**src/rtl/m8_word_sequencer.sv**
```systemverilog
// m8_word_sequencer
//
// Paces the fetch of words from a frame buffer filler. Once enabled, every
// word-rate tick produces a one-clock fetch strobe carrying the word index
// inside the current frame. Frames are counted modulo GROUPS. When enable is
// withdrawn, the current frame is always completed before going idle.
//
// Ports
//   clk          : single clock, all logic on its rising edge
//   reset        : asynchronous, active-low reset
//   enable       : level request to run frames
//   wordTick     : one-clock word-rate strobe from the rate divider
//   bufGetWord   : one-clock fetch strobe to the filler
//   bufRdPointer : word index in frame, valid while bufGetWord is high
//   cntGrp       : frame index within the group
//   dataValid    : bufGetWord delayed by one clock (filler data is valid)
//   frameStart   : bufGetWord for word 0 of a frame
//   busy         : high while arming or running
//   overrun      : sticky flag, a tick arrived while a fetch was in progress
module m8_word_sequencer #(
  parameter int WORDS  = 1024,
  parameter int GROUPS = 32
) (
  input  logic       clk,
  input  logic       reset,
  input  logic       enable,
  input  logic       wordTick,
  output logic       bufGetWord,
  output logic [9:0] bufRdPointer,
  output logic [4:0] cntGrp,
  output logic       dataValid,
  output logic       frameStart,
  output logic       busy,
  output logic       overrun
);

  localparam logic [9:0] LAST_WORD  = 10'(WORDS - 1);
  localparam logic [4:0] LAST_GROUP = 5'(GROUPS - 1);

  typedef enum logic [1:0] {
    IDLE,
    ARM,
    RUN,
    DRAIN
  } state_t;

  state_t state;
  state_t stateNext;
  logic   fetchNext;
  logic   lastFetch;

  // The fetch of the final word of a frame is the only point at which a
  // draining sequencer may stop or resume.
  assign lastFetch = bufGetWord && (bufRdPointer == LAST_WORD);

  // Next-state and fetch decision. A tick landing on the clock where a fetch
  // strobe is already high is dropped, which also guarantees the strobe is
  // never high on two consecutive clocks.
  always_comb begin
    stateNext = state;
    fetchNext = 1'b0;
    case (state)
      IDLE: begin
        if (enable) begin
          stateNext = ARM;
        end
      end
      ARM: begin
        if (!enable) begin
          stateNext = IDLE;
        end else if (wordTick) begin
          stateNext = RUN;
          fetchNext = 1'b1;
        end
      end
      RUN: begin
        fetchNext = wordTick && !bufGetWord;
        if (!enable) begin
          stateNext = lastFetch ? IDLE : DRAIN;
        end
      end
      DRAIN: begin
        fetchNext = wordTick && !bufGetWord;
        if (lastFetch) begin
          stateNext = enable ? RUN : IDLE;
        end
      end
      default: begin
        stateNext = IDLE;
      end
    endcase
  end

  // State, strobes and counters. The pointer advances on the clock after each
  // fetch; the frame counter advances when the pointer wraps.
  always_ff @(posedge clk or negedge reset) begin
    if (!reset) begin
      state        <= IDLE;
      bufGetWord   <= 1'b0;
      bufRdPointer <= 10'd0;
      cntGrp       <= 5'd0;
      dataValid    <= 1'b0;
      overrun      <= 1'b0;
    end else begin
      state      <= stateNext;
      bufGetWord <= fetchNext;
      dataValid  <= bufGetWord;
      if (wordTick && bufGetWord) begin
        overrun <= 1'b1;
      end
      if (bufGetWord) begin
        if (bufRdPointer == LAST_WORD) begin
          bufRdPointer <= 10'd0;
          cntGrp       <= (cntGrp == LAST_GROUP) ? 5'd0 : cntGrp + 5'd1;
        end else begin
          bufRdPointer <= bufRdPointer + 10'd1;
        end
      end else if (state == IDLE) begin
        bufRdPointer <= 10'd0;
      end
    end
  end

  assign frameStart = bufGetWord && (bufRdPointer == 10'd0);
  assign busy       = (state == ARM) || (state == RUN);

endmodule

```
**config.mk**
```make
export PLATFORM = sky130hd
export DESIGN_NAME = m8_word_sequencer
export DESIGN_NICKNAME = d
export VERILOG_FILES = /design/src/rtl/m8_word_sequencer.sv
export SDC_FILE = /design/constraint.sdc
export NUM_CORES = 1
export LEC_CHECK = 0
export CAP_MARGIN = 20
export CORE_MARGIN = 4
export CORE_UTILIZATION = 45
export CTS_CLUSTER_SIZE = 14
export DETAILED_ROUTE_END_ITERATION = 16
export GPL_TIMING_DRIVEN = 1
export PLACE_DENSITY = 0.77
export SYNTH_ARGS = -nofsm -noshare
export SYNTH_HDL_FRONTEND = slang
export SYNTH_SLANG_ARGS = --single-unit
```
**constraint.sdc**
```tcl
create_clock -name clk -period 1.78 [get_ports clk]
set_input_delay 0.178 -clock clk [delete_from_list [all_inputs] [get_ports clk]]
set_output_delay 0.178 -clock clk [all_outputs]
set_load 0.01 [all_outputs]
```
==> flow_summary.json <==
{
  "final.setup.worst_slack_ns": -0.0750,
  "fin_area_um2": 1740,
  "maxCapViolCount": 0,
  "fin_cells": 208,
  "grt_util_all_layers_pct": 21.7,
  "rr_startpoint": "bufRdPointer[1]",
  "overflow": 0,
  "outcome": "finished, violations left",
  "clock_latency_ns": 0.30,
  "synthTopCellsByArea": "dfrtp_1 (43%), ha_1 (9.8%), o21ai_0 (6.5%)",
  "crit_chain": "buf_4, ha_4, nand3_2, or4_4, or4b_1, nand2_1",
  "rr_endpoint": "cntGrp[2]",
  "drt_first_pass_iters": 4,
  "placementRows": 18,
  "synth_top_cell_by_area": "dfrtp_1",
  "antennaDiodeCount": 0,
  "synthArstFlopShare_pct": 100,
  "swShare_pct": 38.0,
  "rrSetupSlack_ns": -0.07,
  "synth_fp_nets": 138,
  "finalHoldViolCount": 0,
  "via_count": 1239,
  "synth_seq_cells": 20,
  "grt_pass1_vias": 1226,
  "tightest_slew_ns": 0.424,
  "rsz0062_at_grt": "true",
  "routed_wirelength_um": 3450,
  "clock_path_buffers": 2,
  "antenna_left": 0,
  "required_ns": 2.02,
  "wire_per_inst_um": 16.6,
  "ctsRootBufferMaster": "clkbuf_4",
  "setup_viol": 3,
  "clkPwrFrac_pct": 13.3,
  "min_period_over_period_pct": 104,
  "numCtsBuffers": 3,
  "area_growth_pct": 51.2,
  "synth_top_area_share_pct": 43.4,
  "antenna_found_initial": 0,
  "p_int_uw": 992,
  "yosys_warnings": 0,
  "power.leakage_uw": 0.000793,
  "finish.utilization_pct": 71.0,
  "grt_max_degree": 21,
  "power_frac_seq_pct": 34.7,
  "drc_errors": 0,
  "final_layout_size_suffix_gt1_share_pct": 29.2,
  "cts.htree.levels": 1,
  "slowest_stage": "or4_4",
  "slew_headroom_pct": 71.6,
  "skew_ns": 0.00152,
  "endpoint_kind": "flip-flop",
  "globalplace.congestion": 0.847,
  "dieArea_um2": 3430,
  "hpwl_um": 2380,
  "power.density_nw_per_um2": 919,
  "grt_pass1_wl_um": 5660,
  "clk_pin_slew_ns": 0.11,
  "combPwrFrac_pct": 52.0,
  "vias_per_cell": 5.96,
  "die_w_um": 58.6,
  "fp.dieH_um": 58.6,
  "dp_slack_ns": -0.386,
  "clock.fmax_mhz": 539,
  "port_buffers": 23,
  "crit_end": "cntGrp[2]",
  "seq_area_frac_synth_pct": 43.4,
  "cts_tree": "yes",
  "clock_sinks": 20,
  "synthCells": 125,
  "holdWs_ns": 0.204,
  "rr_worst_depth": 6,
  "power.switching_uw": 609,
  "nets": 193,
  "crit_type": "flip-flop to flip-flop",
  "start_kind": "flip-flop",
  "synth_flop_cell": "dfrtp_1",
  "hold_class": "input port to async pin",
  "crit_fanout": 6,
  "crit_start": "bufRdPointer[1]",
  "peakVddDrop_mv": 0.682,
  "max_stage_delay_ns": 0.48,
  "synth_edf_count": 0,
  "period_minus_slack_ns": 1.85,
  "netlist_area_um2": 1150,
  "io_pins": 24,
  "start_util_pct": 46.9,
  "drt-initial-drc-count": 55,
  "failed_checks": "negative setup slack",
  "synth_cell_types": 33,
  "syn_area_per_cell_um2": 9.22,
  "postCtsHoldBufs": 0,
  "placed_cells": 196,
  "slew_viol_final": 0,
  "core_um2": 2450,
  "place_area_um2": 1580,
  "cp.arrival_ns": 2.10
}
-- cell families after synthesis --
family | share of synthesized area [%]
AND/OR/NAND/NOR | 21.1
XOR/XNOR | 0.760
adder cells (fa/ha/maj) | 9.77
buffers and inverters | 3.91
multiplexers | 0.977
AO/OA/AOI/OAI | 20.1
flip-flops | 43.4
-- cell type report --
| class | count | area (µm²) |
|---|---|---|
| clock buffer | 3 | 22.5 |
| sequential | 20 | 503 |
| tap | 30 | 37.5 |
| timing repair buffer | 53 | 464 |
| inverter | 8 | 30.0 |
| multi-input combinational | 94 | 686 |
| fill | 194 | 712 |
-- cell usage in the layout, fill, tap and decap left out, types with 2 or more instances in the layout --
cell / count
a211o_1: 2
a21o_1: 2
a21oi_1: 7
a31oi_1: 6
and3_1: 2
buf_4: 27
buf_6: 3
clkbuf_4: 3
clkdlybuf4s50_1: 21
dfrtp_1: 18
dfrtp_2: 2
ha_1: 7
ha_4: 2
inv_1: 6
inv_2: 2
nand2_1: 11
nand2b_1: 2
nand3_1: 6
nor2_1: 7
nor3_1: 2
nor4_1: 2
o21a_1: 2
o21ai_0: 11
o21ai_1: 3
or2_2: 2
-- cells in the mapped netlist (3+ instances only) --
| library cell | instances |
|---|---|
| inv_1 | 8 |
| nor2_1 | 7 |
| nand3_1 | 7 |
| dfrtp_1 | 20 |
| nor4_1 | 3 |
| o21ai_0 | 15 |
| nand2_1 | 11 |
| a31oi_1 | 6 |
| a21oi_1 | 8 |
| ha_1 | 9 |
-- per-layer routing --
metal | vias up | wire length (µm) | part of all wire, % | track usage, %
li1 | 569 | - | - | -
met1 | 598 | 1300 | 38 | 26.1
met5 | - | 0 | 0 | 0
met2 | 60 | 1810 | 53 | 38.6
met4 | 0 | 82 | 2.4 | 10.0
met3 | 12 | 250 | 7.3 | 2.63
-- worst max-delay path, delay by kind of cell, from the launching register on --
family	cells	cell delay (ns)
AND/OR/NAND/NOR	4	1.13
adder cells (fa/ha/maj)	1	0.14
buffers and inverters	1	0.15
flip-flops	1	0.38
-- flip-flops by register name, summed over array words and instances, names as in the netlist --
name / flops
bufRdPointer: 10
overrun: 1
state: 2
bufGetWord: 1
cntGrp: 5
dataValid: 1
-- power groups by stage --
stage | registers [µW] | logic (µW) | clock network, µW
CTS | 556 | 778 | 209
floorplan | 601 | 364 | 0
global placement | 562 | 690 | 0
detailed placement | 567 | 720 | 0
finish | 555 | 833 | 213
global route | 562 | 929 | 230
-- timing repair --
action / CTS / global route
resized for setup: 14 / 10
setup endpoints to repair: 7 / 11
setup buffers: 5 / 4
pin swaps: 3 / 3
hold endpoints to repair: 0 / 0
-- metrics by stage --
stage | power [µW] | TNS [ns]
6_report | 1600 | -0.138
5_1_grt | 1720 | -0.502
4_1_cts | 1540 | -0.110
3_5_place_dp | 1290 | -0.554
3_3_place_gp | 1250 | -0.389
2_1_floorplan | 965 | 0
-- how the worst min path moves through the flow --
stage               slack (ns)  cells after the start         endpoint  startpoint
global placement          0.44                      1          overrun     overrun
floorplan                -0.12                      0       bufGetWord       reset
global route              0.22                      2  bufRdPointer[1]       reset
finish                    0.20                      2  bufRdPointer[1]       reset
detailed placement        0.46                      1          overrun     overrun
CTS                       0.21                      2  bufRdPointer[5]       reset
Power figures use the tool's default switching activity.
